==> src/rtl/seq_arith_unit.sv <==
// Clocked valid/ready arithmetic unit: single-cycle ADD/SUB, iterative shift-add MULT and
// restoring DIV (one bit per cycle), with full-width results and status flags.
module seq_arith_unit #(
    parameter int DATA_WIDTH   = 16,
    parameter int OPCODE_WIDTH = 4,
    // Opcode encodings; override to match the instruction-set definitions.
    parameter logic [OPCODE_WIDTH-1:0] OP_NOP  = OPCODE_WIDTH'(0),
    parameter logic [OPCODE_WIDTH-1:0] OP_ADD  = OPCODE_WIDTH'(1),
    parameter logic [OPCODE_WIDTH-1:0] OP_SUB  = OPCODE_WIDTH'(2),
    parameter logic [OPCODE_WIDTH-1:0] OP_MULT = OPCODE_WIDTH'(3),
    parameter logic [OPCODE_WIDTH-1:0] OP_DIV  = OPCODE_WIDTH'(4)
) (
    input  logic                    clk,
    input  logic                    rst,
    input  logic                    in_valid,
    output logic                    in_ready,
    input  logic [OPCODE_WIDTH-1:0] op,
    input  logic [DATA_WIDTH-1:0]   in_a,
    input  logic [DATA_WIDTH-1:0]   in_b,
    output logic                    out_valid,
    input  logic                    out_ready,
    output logic [DATA_WIDTH-1:0]   out_lo,
    output logic [DATA_WIDTH-1:0]   out_hi,
    output logic                    carry,
    output logic                    div_zero,
    output logic                    op_err
);

    localparam int CNT_W = $clog2(DATA_WIDTH + 1);
    localparam logic [CNT_W-1:0] LAST_ITER = CNT_W'(DATA_WIDTH - 1);

    typedef enum logic [1:0] {IDLE, EXEC, DONE} state_t;

    state_t                  state, next_state;
    logic [CNT_W-1:0]        cnt;
    logic                    is_div;
    logic [DATA_WIDTH-1:0]   opnd;   // multiplicand or divisor
    logic [DATA_WIDTH-1:0]   acc;    // product high half or partial remainder
    logic [DATA_WIDTH-1:0]   shreg;  // multiplier shifting out / quotient shifting in

    logic                    accept;
    logic [DATA_WIDTH:0]     add_sum;
    logic [DATA_WIDTH:0]     mul_sum;
    logic [DATA_WIDTH:0]     div_shift;
    logic                    div_ge;
    logic [DATA_WIDTH:0]     div_diff;
    logic [DATA_WIDTH-1:0]   iter_acc, iter_shreg;

    assign in_ready  = (state == IDLE);
    assign out_valid = (state == DONE);
    assign accept    = in_valid && in_ready;
    assign add_sum   = {1'b0, in_a} + {1'b0, in_b};

    // One iteration of either algorithm, selected by the captured opcode.
    assign mul_sum   = {1'b0, acc} + (shreg[0] ? {1'b0, opnd} : '0);
    assign div_shift = {acc, shreg[DATA_WIDTH-1]};
    assign div_ge    = div_shift >= {1'b0, opnd};
    assign div_diff  = div_shift - {1'b0, opnd};

    always_comb begin
        // NOTE: every combinational output gets a default first so no latch is inferred.
        iter_acc   = mul_sum[DATA_WIDTH:1];
        iter_shreg = {mul_sum[0], shreg[DATA_WIDTH-1:1]};
        if (is_div) begin
            iter_acc   = div_ge ? div_diff[DATA_WIDTH-1:0] : div_shift[DATA_WIDTH-1:0];
            iter_shreg = {shreg[DATA_WIDTH-2:0], div_ge};
        end
    end

    always_ff @(posedge clk or posedge rst) begin
        // NOTE: state registers use non-blocking assignments so all flops update together.
        if (rst) state <= IDLE;
        else     state <= next_state;
    end

    always_comb begin
        next_state = state;
        case (state)
            IDLE: begin
                if (accept) begin
                    case (op)
                        OP_NOP:  next_state = IDLE;
                        OP_ADD:  next_state = DONE;
                        OP_SUB:  next_state = DONE;
                        OP_MULT: next_state = EXEC;
                        OP_DIV:  next_state = (in_b == '0) ? DONE : EXEC;
                        default: next_state = DONE;
                    endcase
                end
            end
            EXEC:    if (cnt == LAST_ITER) next_state = DONE;
            DONE:    if (out_ready) next_state = IDLE;
            default: next_state = IDLE;
        endcase
    end

    always_ff @(posedge clk or posedge rst) begin
        if (rst) begin
            cnt      <= '0;
            is_div   <= 1'b0;
            opnd     <= '0;
            acc      <= '0;
            shreg    <= '0;
            out_lo   <= '0;
            out_hi   <= '0;
            carry    <= 1'b0;
            div_zero <= 1'b0;
            op_err   <= 1'b0;
        end else begin
            case (state)
                IDLE: begin
                    if (accept) begin
                        carry    <= 1'b0;
                        div_zero <= 1'b0;
                        op_err   <= 1'b0;
                        case (op)
                            OP_NOP: ;
                            OP_ADD: begin
                                out_lo <= add_sum[DATA_WIDTH-1:0];
                                out_hi <= '0;
                                carry  <= add_sum[DATA_WIDTH];
                            end
                            OP_SUB: begin
                                out_lo <= in_a - in_b;
                                out_hi <= '0;
                                carry  <= (in_a < in_b);
                            end
                            OP_MULT: begin
                                is_div <= 1'b0;
                                opnd   <= in_a;
                                shreg  <= in_b;
                                acc    <= '0;
                                cnt    <= '0;
                            end
                            OP_DIV: begin
                                if (in_b == '0) begin
                                    out_lo   <= '1;
                                    out_hi   <= in_a;
                                    div_zero <= 1'b1;
                                end else begin
                                    is_div <= 1'b1;
                                    opnd   <= in_b;
                                    shreg  <= in_a;
                                    acc    <= '0;
                                    cnt    <= '0;
                                end
                            end
                            default: begin
                                out_lo <= '0;
                                out_hi <= '0;
                                op_err <= 1'b1;
                            end
                        endcase
                    end
                end
                EXEC: begin
                    acc   <= iter_acc;
                    shreg <= iter_shreg;
                    cnt   <= cnt + CNT_W'(1);
                    if (cnt == LAST_ITER) begin
                        out_hi <= iter_acc;
                        out_lo <= iter_shreg;
                    end
                end
                default: ;  // DONE holds results until consumed
            endcase
        end
    end

endmodule

==> config.mk <==
export PLATFORM = sky130hd
export DESIGN_NAME = seq_arith_unit
export DESIGN_NICKNAME = d
export VERILOG_FILES = /design/src/rtl/seq_arith_unit.sv
export SDC_FILE = /design/constraint.sdc
export NUM_CORES = 1
export LEC_CHECK = 0
export BUFFER_PORTS_ARGS = -buffer_cell sky130_fd_sc_hd__buf_2
export CAP_MARGIN = 20
export CORE_MARGIN = 2
export CORE_UTILIZATION = 60
export DETAILED_ROUTE_END_ITERATION = 10
export PLACE_DENSITY = 0.79
export REMOVE_ABC_BUFFERS = 1
export SYNTH_ARGS = -nofsm -noshare
export SYNTH_HDL_FRONTEND = slang
export SYNTH_SLANG_ARGS = --single-unit
==> constraint.sdc <==
create_clock -name clk -period 5.72 [get_ports clk]
set_input_delay 1.716 -clock clk [delete_from_list [all_inputs] [get_ports clk]]
set_output_delay 1.716 -clock clk [all_outputs]
set_load 0.005 [all_outputs]
# ---- After elaboration in Yosys (flattened, before gate mapping)
# Cells that the tools add are included.
dict set report word_totals {
  out_inout_bits 37
  in_bits 40
  mem_count 0
  ram_bits 0
  latchBits 0
  romBits 0
  regBits 91
  elab_cells 86
}
dict set report classes {
  shifts 0
  mul 0
  n_addsub 5
  div 0
  eq_ne 15
  order_cmp 2
  n_mux 40
  reduce_logical 13
  bitwise_logic 0
}
# operator n
set ops {}
lappend ops {{$pmux W16 S2} 8}
lappend ops {{$mux W16} 15}
lappend ops {{$pmux W16 S4} 1}
lappend ops {{$add A16 B16 Y17} 2}
lappend ops {{$sub A16 B16 Y16} 2}
lappend ops {{$pmux W5 S2} 2}
lappend ops {{$ge A17 B16 Y1} 1}
lappend ops {{$logic_not A16 Y1} 1}
lappend ops {{$lt A16 B16 Y1} 1}
lappend ops {{$pmux W2 S3} 2}
lappend ops {{$mux W5} 2}
lappend ops {{$eq A4 B2 Y1 const B} 2}
lappend ops {{$mux W2} 4}
lappend ops {{$reduce_and A4 Y1} 2}
lappend ops {{$ne A2 B2 Y1 const B} 3}
lappend ops {{$ne A3 B3 Y1 const B} 2}
lappend ops {{$add A5 B1 Y5 const B} 1}
lappend ops {{$eq A5 B4 Y1 const B} 1}
lappend ops {{$reduce_and A5 Y1} 1}
lappend ops {{$reduce_or A5 Y1} 1}
lappend ops {{$eq A4 B1 Y1 const B} 1}
lappend ops {{$eq A4 B3 Y1 const B} 1}
lappend ops {{$logic_not A4 Y1} 1}
lappend ops {{$mux W1} 4}
lappend ops {{11 further kinds} 14}

# ---- Depth between registers and ports, before layout
# Gate-level depths: netlist (run 1).
dict set report logic_depth {
  ltp_word 5
  mapped_depth 12
  mapped_depth_nobuf 12
}

# ---- Least setup slack after synthesis (run 1)
# Ideal clock, no wire load.
dict set report synth_timing {
  kind {input-to-reg}
  startpoint {input in_a[0]}
  endpoint {register out_lo[14]}
  path_buffers 0
  setup_ns 0.128
  required_ns 5.592
  cell_stages 11
  slack_ns 1.803
  arrival_time_ns 3.789
  cell_sequence {ha_1 > inv_1 > fa_1 > or2_2 > a221oi_1 > o221ai_1 > nand2_1 > a31oi_1 > xnor2_1 > a22oi_1 > a31oi_1}
}
dict set report synth_via {
  elab_chain_cells 4
  elab_cells_between_ends 5
  cone_classes {2 x add/sub; 3 x mux}
}
# item line
set synth_rtl {}
lappend synth_rtl {{start: declaration} 18} ;# input logic [DATA_WIDTH-1:0] in_a,
lappend synth_rtl {{$sub A16 B16 Y16 / $add A16 B16 Y17 (equally long branches)} {124, 52}}
lappend synth_rtl {{$pmux W16 S4 (*)} 116} ;# case (op)
lappend synth_rtl {{$mux W16 (*)} 112} ;# if (accept) begin
lappend synth_rtl {{$pmux W16 S2 (*)} 110} ;# case (state)
lappend synth_rtl {{end signal: assignment} 119} ;# out_lo <= add_sum[DATA_WIDTH-1:0];
lappend synth_rtl {{end signal: assignment} 124} ;# out_lo <= in_a - in_b;
lappend synth_rtl {{end signal: assignment} 162} ;# out_lo <= iter_shreg;
lappend synth_rtl {{end: declaration} 22} ;# output logic [DATA_WIDTH-1:0] out_lo,
# Mark *: on every way between the ends. The rest lies on a longest branch, timed or not. The select of a mux whose other input is x is not followed.
# A chain may end at the register's enable or synchronous reset.

# ---- Worst setup path after layout (run 1)
dict set report layout_timing {
  startpoint {input in_b[6]}
  endpoint {register cnt[3]}
}
dict set report layout_via {
  elab_chain_cells 3
}
# item line
set layout_rtl {}
lappend layout_rtl {{start: declaration} 19} ;# input logic [DATA_WIDTH-1:0] in_b,
lappend layout_rtl {{$logic_not A16 Y1} 136} ;# if (in_b == '0) begin
lappend layout_rtl {{$ne A3 B3 Y1 (no source line)} -}
lappend layout_rtl {{$reduce_and A4 Y1 (no source line)} -}
lappend layout_rtl {{end signal: assignment} 159} ;# cnt <= cnt + CNT_W'(1);
lappend layout_rtl {{end: declaration} 35} ;# logic [CNT_W-1:0] cnt;
# No other way between the ends.

==> results of run 1 <==
## state kept, by name (all words and copies together) (netlist names)
register and flops:
acc 16, opnd 16, out_hi 16, out_lo 16, shreg 16, cnt 5
state 2, carry 1, div_zero 1, is_div 1, op_err 1
## per-layer routing
layer | vias to the layer above | track usage (%) | routed length [µm]
met5 | - | 0 | 0
li1 | 3688 | - | -
met4 | 0 | 14.7 | 811
met3 | 69 | 6.32 | 1940
met1 | 3717 | 46.3 | 10200
met2 | 379 | 53.1 | 10600
## tightest hold or removal path, stage by stage (launching register included)
cell	delay (ps)
dfrtp_1	350
nand2_1	50
nand2_1	40
## cells by family after synthesis
kind of cell	count (synthesis)	share of synthesized area, %
xor+xnor	30	3.35
compound gates	337	29.3
buf+inv	103	5.01
fa+ha+maj	71	11.7
mux	19	2.51
flops	91	29.0
simple gates	329	19.1
## cells in the final DEF, fill, tap and decap left out, types with 11 or more instances in the layout
cell / instances
a211oi_1: 17
nand2b_1: 14
a21oi_1: 71
a21o_1: 21
xnor2_1: 18
nand2_1: 128
o31ai_1: 11
a31oi_1: 34
a221oi_1: 19
xor2_1: 12
o211ai_1: 12
and2_1: 18
ha_1: 67
nor2_1: 86
nand3_1: 18
buf_4: 16
nor3_1: 15
buf_2: 76
o21ai_0: 68
inv_1: 51
dfrtp_1: 91
mux2i_1: 14
## final timing paths
path / start / endpoint / slack [ps] / depth (start not counted)
min in group asynchronous: rst / out_hi[5] / 1460 / 2
worst max register to register: shreg[0] / out_hi[14] / 2150 / 10
worst min register to register: out_lo[1] / out_lo[1] / 470 / 2
max in group asynchronous: rst / out_lo[15] / 3260 / 3
worst max-delay path: in_b[6] / cnt[3] / 1490 / 10
worst min-delay path: out_lo[1] / out_lo[1] / 470 / 2
## stage by stage
stage               worst slack, ps  area, µm²  hold slack [ps]  total power [W]  util (%)
floorplan                      1370       7650              450          0.00266         -
global placement               1210       8390              459          0.00324      66.2
detailed placement             1210       8390              464          0.00328      66.2
CTS                            1580       8680              478          0.00390      68.5
global route                   1370       8680              512          0.00423      68.5
finish                         1490       8680              471          0.00394      68.5
## final cells by class
type / count / area [µm²]
multi-input cells: 786 / 5190
well taps: 172 / 215
repair buffers: 92 / 500
clock buffers: 11 / 243
flip-flops and latches: 91 / 2280
inverters: 53 / 201
fillers: 1126 / 3990
clock inverters: 4 / 51.3
## power by group through the flow
stage               Sequential (W)  Combinational (W)  Clock [W]
global route               0.00120            0.00240   0.000635
detailed placement         0.00116            0.00212          0
CTS                        0.00115            0.00214   0.000610
floorplan                  0.00111            0.00155          0
finish                     0.00117            0.00217   0.000609
global placement           0.00116            0.00208          0
## synthesized netlist by cell type (all sizes together), types with 13 or more instances
master	n	area (µm²)
a211oi	17	128
a221oi	19	166
nand3	18	90.1
a31oi	34	213
mux2i	14	140
nor2	89	342
nand2b	14	87.6
o21ai	68	340
o211ai	13	103
a21o	21	158
a21oi	72	364
ha	67	838
nand2	128	480
dfrtp	91	2280
and2	18	113
clkbuf	40	150
inv	52	195
nor3	16	80.1
xnor2	18	158
==> flow_summary_export.csv, run 1 <==
group,metric,value,unit
outcome,outcome,"completed",
cts,cts_buffer_depth,2,
drt,first_pass_iters,5,
cells_and_area,final_nets,1144,
pwr,p_sw_share,44.7,%
cts,clock-root-buffer,"clkbuf_16",
critical_path,worstSetupPathType,"input port to flop",
floorplan,core,12700,µm²
floorplan,fp-row-count,41,
pwr,p_int,0.00218,W
synth,synth-edff-count,0,
timing,tns,0,ps
floorplan,initial_core_util,61.9,%
critical_path,required,6000,ps
timing,finalSetupViolations,0,
critical_path,critical_path.max_fanout,18,
synth,ys_seq_area_share,29.0,%
critical_path,critPathBufInv,2,
critical_path,crit_path_max_incr_delay,600,ps
pwr,p_clk_share,15.4,%
timing,hold_viol,0,
timing,slew_viol_final,0,
critical_path,crit_slowest_cell,"nor4_1",
timing,period_needed,4230,ps
pwr,cellLeakagePower,4.12,nW
grt,antenna_found_initial,0,
grt,grt_max_degree,52,
cells_and_area,num_antenna_cells,0,
pwr,comb_power_share,55.0,%
pwr,pwr-share-seq,29.6,%
drt,vias,7853,
synth,synth_area,7840,µm²
placed_design,place.gp.congestion,1.00,
cts,cts_tree,"yes",
drt,wl,23.6,mm
cells_and_area,final_layout_size_suffix_gt1_share,13.2,%
synth,yosysWarningCount,0,
hold_path,hold_class,"flop to flop",
grt,grtUsageTotal,34.1,%
critical_path,endpoint_kind,"flop",
timing,tightest_slew,1210,ps
pwr,ir_drop,0.179,mV
drt,drcViolationCount,0,
synth,ys_async_sr_fraction,100,%
cts,clock_latency,350,ps
placed_design,portBuffers,76,
pwr,powerDensity,454,nW/µm²
cts,cts_hold_buf,0,
timing,rsz0062_at_grt,"false",
cts,clk_pin_slew,60,ps
timing,slew_headroom,18.9,%
critical_path,crit_chain,"buf_2 -> nor4_1 -> nand4_1 -> a31oi_1 -> nor2_1 -> a21o_1 -> nand2_1 -> buf_4 -> o21ai_0 -> a21oi_1",
critical_path,cp_top_family,"simple AND/OR/NAND/NOR gates",
floorplan,ioPinCount,77,
synth,ys_ff_latch,91,
grt,grt_pass1_vias,7551,
grt,grt_pass1_wl,38.2,mm
placed_design,place_hpwl,17.3,mm
drt,postRouteAntennaNets,0,
cts,cts-buffers-inserted,9,
synth,synth_cell_type_count,68,
cts,postCtsSetupRepairBufs,0,
run,cap_viol_max_count,0,
floorplan,die_w,118,µm
synth,avgSynthCellArea,8.00,µm²
cts,cts_max_level,3,
synth,dominantRegCellSynth,"dfrtp_1",
critical_path,arrival,4510,ps
timing,skew,5.18,ps
grt,grt_overflow,0,
drt,via_per_inst,6.50,
drt,detail_route.wl_per_cell,19.5,µm
floorplan,die_area,14000,µm²
pwr,power.switching,0.00176,W
cts,clkSinkCount,91,
timing,clock.fmax,0.236,GHz
placed_design,dp.cells,1194,
cells_and_area,final_cells,1209,
critical_path,setup.worst_path.start_class,"input port",
cells_and_area,syn2layout_area_growth,10.8,%
drt,drtIter0Drc,784,
cts,cts_resized,0,
synth,syn_inst,980,
timing,timing.final.crit_share,73.9,%
floorplan,die_h,118,µm
No activity file was read; power rests on OpenSTA's default activity.
==> run 2, diff against run 1 <==
==> constraint.sdc (replaced) <==
create_clock -name clk -period 4.3 [get_ports clk]
set_input_delay 1.29 -clock clk [delete_from_list [all_inputs] [get_ports clk]]
set_output_delay 1.29 -clock clk [all_outputs]
set_load 0.005 [all_outputs]
==> flow_summary_export.csv, run 2 (synthesis results as in run 1) <==
group,metric,value,unit
outcome,outcome,"completed",
floorplan,die_h,118,µm
grt,grt_max_degree,64,
timing,slew_headroom,32.6,%
grt,grt_pass1_vias,7345,
timing,period_needed,3750,ps
critical_path,worstSetupPathType,"input port to flop",
cts,cts_buffer_depth,2,
critical_path,crit_start,"in_b[0]",
cts,clock-root-buffer,"clkbuf_16",
critical_path,r2r_cells,10,
hold_path,hold_path_end,"op_err",
critical_path,cp_common_cell,"a31oi_1",
placed_design,dp.cells,1204,
critical_path,endpoint_kind,"flop",
timing,hold_viol,0,
cts,clock_latency,360,ps
cts,cts_max_level,3,
drt,wl,23.7,mm
timing,clock.fmax,0.267,GHz
floorplan,core,12700,µm²
cells_and_area,final_common_cell,"nand2_1",
drt,first_pass_iters,5,
floorplan,die_w,118,µm
critical_path,cp_top_family,"compound AO/OA/AOI/OAI gates",
critical_path,critPathBufInv,2,
placed_design,dp_slack,258,ps
timing,timing.final.crit_share,87.2,%
timing,slew_viol_final,0,
cells_and_area,num_antenna_cells,0,
grt,antenna_found_initial,0,
drt,drtIter0Drc,774,
pwr,cellLeakagePower,4.20,nW
critical_path,r2r_slack,710,ps
drt,drcViolationCount,0,
cts,cts-buffers-inserted,9,
hold_path,holdPathStages,2,
cts,cts_resized,0,
cells_and_area,final_nets,1154,
grt,grt_pass1_wl,38.6,mm
drt,vias,7804,
cts,clkSinkCount,91,
drt,postRouteAntennaNets,0,
grt,grtUsageTotal,34.4,%
floorplan,fp-row-count,41,
placed_design,place_hpwl,17.5,mm
critical_path,crit_slowest_cell,"a221oi_1",
cells_and_area,final_layout_size_suffix_gt1_share,14.2,%
placed_design,place.gp.congestion,0.991,
timing,fin_ws,551,ps
critical_path,r2r_start,"shreg[0]",
cts,cts_tree,"yes",
critical_path,required,4530,ps
timing,skew,9.25,ps
floorplan,ioPinCount,77,
cells_and_area,syn2layout_area_growth,12.7,%
timing,tightest_slew,1010,ps
cells_and_area,final_cells,1220,
drt,detail_route.wl_per_cell,19.5,µm
timing,tns,0,ps
placed_design,portBuffers,76,
drt,via_per_inst,6.40,
pwr,power,0.00542,W
critical_path,crit_path_max_incr_delay,450,ps
critical_path,setup.worst_path.start_class,"input port",
cts,cts_hold_buf,0,
critical_path,critical_path.max_fanout,6,
run,cap_viol_max_count,0,
floorplan,initial_core_util,61.9,%
timing,finalSetupViolations,0,
pwr,ir_drop,0.265,mV
cts,clk_pin_slew,70,ps
pwr,powerDensity,613,nW/µm²
critical_path,r2r-end,"out_hi[14]",
critical_path,crit_chain,"buf_2 -> ha_1 -> inv_1 -> fa_1 -> or2_2 -> a221oi_1 -> o221ai_1 -> nand2_1 -> a31oi_1 -> xnor2_1 -> a22oi_1 -> a31oi_1",
cells_and_area,layout_common_cells,"nand2_1 (128), dfrtp_1 (91), nor2_1 (86)",
timing,rsz0062_at_grt,"false",
hold_path,hold_class,"flop to flop",
critical_path,arrival,3980,ps
floorplan,die_area,14000,µm²
cts,postCtsSetupRepairBufs,0,
hold_path,hold_start,"op_err",
grt,grt_overflow,0,
[run 2: cell count changes in the layout (fill, tap and decap cells not counted)]
cell        delta
bufinv_16      +2
clkbuf_1       -1
inv_6          +2
buf_12         +2
buf_4          +8
clkbuf_8       -1
clkinvlp_4     -1
[run 2: worst max path at each step]
stage | endpoint | slack (ps) | depth (start not counted)
final | out_lo[14] | 550 | 12
after global routing | out_lo[14] | 420 | 12
after CTS | out_lo[14] | 610 | 12
after detailed placement | out_lo[14] | 260 | 12
after global placement | out_lo[14] | 310 | 12
after floorplan | out_lo[13] | 370 | 8
[run 2: per-stage QoR]
| step | instance area (µm²) | hold WS (ps) | util, % |
|---|---|---|---|
| after floorplan | 7650 | 450 | - |
| after global placement | 8490 | 458 | 67.0 |
| after detailed placement | 8490 | 461 | 67.0 |
| after CTS | 8840 | 476 | 69.7 |
| after global routing | 8840 | 509 | 69.7 |
| final | 8840 | 474 | 69.7 |
[run 2: routing by layer]
layer,track usage [%],up-vias,part of all wire [%]
met2,53.0,370,45
met3,5.60,61,8.0
met1,48.0,3666,44
met4,14.8,0,3.2
li1,-,3707,-
met5,0,-,0
[run 2: cell type report]
| type | count | area (µm²) |
|---|---|---|
| Multi-Input combinational cell | 786 | 5190 |
| Fill cell | 1097 | 3830 |
| Sequential cell | 91 | 2280 |
| Timing Repair Buffer | 102 | 601 |
| Clock buffer | 9 | 225 |
| Tap cell | 172 | 215 |
| Inverter | 53 | 201 |
| Clock inverter | 7 | 121 |
[run 2: worst reg2reg max path, delay by kind of cell (launching register included)]
| kind | cells | cell delay, ps |
|---|---|---|
| AOI/OAI and AO/OA | 6 | 1970 |
| adders and majority gates | 1 | 330 |
| DFF | 1 | 600 |
| xor gates and xnor gates | 1 | 80 |
| and+or+nand+nor | 2 | 480 |
[run 2: where the power goes]
| group | internal (W) | switching (W) |
|---|---|---|
| Clock | 0.000573 | 0.000371 |
| Sequential | 0.00121 | 0.000372 |
| Combinational | 0.00125 | 0.00164 |
| Total | 0.00303 | 0.00239 |
==> run 3, diff against run 2 <==
--- a/config.mk
+++ b/config.mk
@@ -8,9 +8,9 @@
 export BUFFER_PORTS_ARGS = -buffer_cell sky130_fd_sc_hd__buf_2
 export CAP_MARGIN = 20
 export CORE_MARGIN = 2
-export CORE_UTILIZATION = 60
+export CORE_UTILIZATION = 52
 export DETAILED_ROUTE_END_ITERATION = 10
-export PLACE_DENSITY = 0.79
+export PLACE_DENSITY = 0.7
 export REMOVE_ABC_BUFFERS = 1
 export SYNTH_ARGS = -nofsm -noshare
 export SYNTH_HDL_FRONTEND = slang
==> flow_summary_export.csv, run 3 (synthesis results as in run 1) <==
group,metric,value,unit
cts,cts_resized,0,
placed_design,portBuffers,76,
cts,cts_hold_buf,0,
grt,grt_pass1_vias,7448,
cells_and_area,final_layout_size_suffix_gt1_share,14.6,%
cells_and_area,syn2layout_area_growth,12.9,%
floorplan,ioPinCount,77,
hold_path,hold_class,"flop to flop",
critical_path,critical_path.max_fanout,6,
grt,grt_pass1_wl,39.5,mm
drt,wl,24.2,mm
pwr,ir_drop,0.201,mV
cts,clk_pin_slew,70,ps
pwr,powerDensity,599,nW/µm²
floorplan,die_area,16100,µm²
cells_and_area,fin_area,8850,µm²
timing,tightest_slew,1030,ps
timing,rsz0062_at_grt,"false",
timing,period_needed,3750,ps
timing,tns,0,ps
grt,antenna_found_initial,0,
cells_and_area,final_common_cell,"nand2_1",
cts,clock_latency,350,ps
placed_design,dpl_cell_area,8530,µm²
pwr,cellLeakagePower,4.20,nW
timing,slew_headroom,30.8,%
drt,drcViolationCount,0,
cts,postCtsSetupRepairBufs,0,
cts,cts-buffers-inserted,9,
grt,grtUsageTotal,30.8,%
floorplan,initial_core_util,53.5,%
drt,postRouteAntennaNets,0,
critical_path,worstSetupPathType,"input port to flop",
drt,vias,7805,
outcome,outcome,"completed",
cells_and_area,num_antenna_cells,0,
timing,skew,4.62,ps
timing,finalSetupViolations,0,
grt,grt_max_degree,50,
floorplan,fp-row-count,44,
critical_path,endpoint_kind,"flop",
timing,slew_viol_final,0,
cts,clkSinkCount,91,
drt,first_pass_iters,5,
floorplan,die_w,127,µm
grt,grt_overflow,0,
drt,via_per_inst,6.31,
critical_path,required,4530,ps
pwr,power,0.00530,W
floorplan,die_h,127,µm
drt,detail_route.wl_per_cell,19.6,µm
cells_and_area,fillerInstances,1373,
timing,clock.fmax,0.267,GHz
cells_and_area,layout_common_cells,"nand2_1 (128), dfrtp_1 (91), nor2_1 (86)",
timing,hold_slack,481,ps
placed_design,place.gp.congestion,0.939,
cells_and_area,final_nets,1159,
run,cap_viol_max_count,0,
drt,drtIter0Drc,747,
timing,hold_viol,0,
timing,timing.final.crit_share,87.2,%
floorplan,core,14600,µm²
critical_path,arrival,3980,ps
cts,clock-root-buffer,"clkbuf_16",
placed_design,place_hpwl,17.8,mm
critical_path,setup.worst_path.start_class,"input port",
cts,cts_tree,"yes",
cts,cts_max_level,3,
cts,cts_buffer_depth,2,
[run 3: worst paths after layout]
kind                           from          to  slack [ps]  cells past startpoint
hold / removal               op_err      op_err         480                      2
hold reg to reg              op_err      op_err         480                      2
setup / recovery            in_b[0]  out_lo[14]         550                     12
setup reg to reg           shreg[0]  out_hi[14]         720                     10
max in group asynchronous       rst      cnt[4]        2580                      3
min in group asynchronous       rst   out_hi[4]        1040                      2
[run 3: through the flow]
stage | setup slack (ps) | util, % | instances
finish | 550 | 60.4 | 1237
global route | 387 | 60.4 | 1237
CTS | 570 | 60.4 | 1236
detailed placement | 209 | 58.3 | 1220
global placement | 267 | 58.3 | 1220
floorplan | 372 | - | 930
[run 3: final cells by class]
| class | instances | area [µm²] | share of cell area, % |
|---|---|---|---|
| Sequential cell | 91 | 2280 | 25.7 |
| Inverter | 53 | 201 | 2.28 |
| Clock buffer | 10 | 239 | 2.70 |
| Multi-Input combinational cell | 786 | 5190 | 58.7 |
| Timing Repair Buffer | 107 | 636 | 7.18 |
| Clock inverter | 6 | 71.3 | 0.806 |
| Tap cell | 184 | 230 | 2.60 |
[run 3: worst max-delay path: stages]
cell      delay (ps)
buf_2            170
ha_1             200
inv_1             70
fa_1             410
or2_2            320
a221oi_1         460
o221ai_1         300
nand2_1          180
a31oi_1          140
xnor2_1          150
a22oi_1          180
a31oi_1          100
[run 3: per-layer routing]
layer,vias to the layer above,track usage (%),part of all wire [%]
met5,-,0,0
met4,0,8.66,2.0
met3,42,4.30,6.7
met2,306,50.1,46
met1,3727,43.1,45
li1,3730,-,-
[run 3: power by group]
part / internal (W) / switching, W
Clock: 0.000473 / 0.000383
Combinational: 0.00125 / 0.00165
Sequential: 0.00121 / 0.000349
Total: 0.00293 / 0.00238
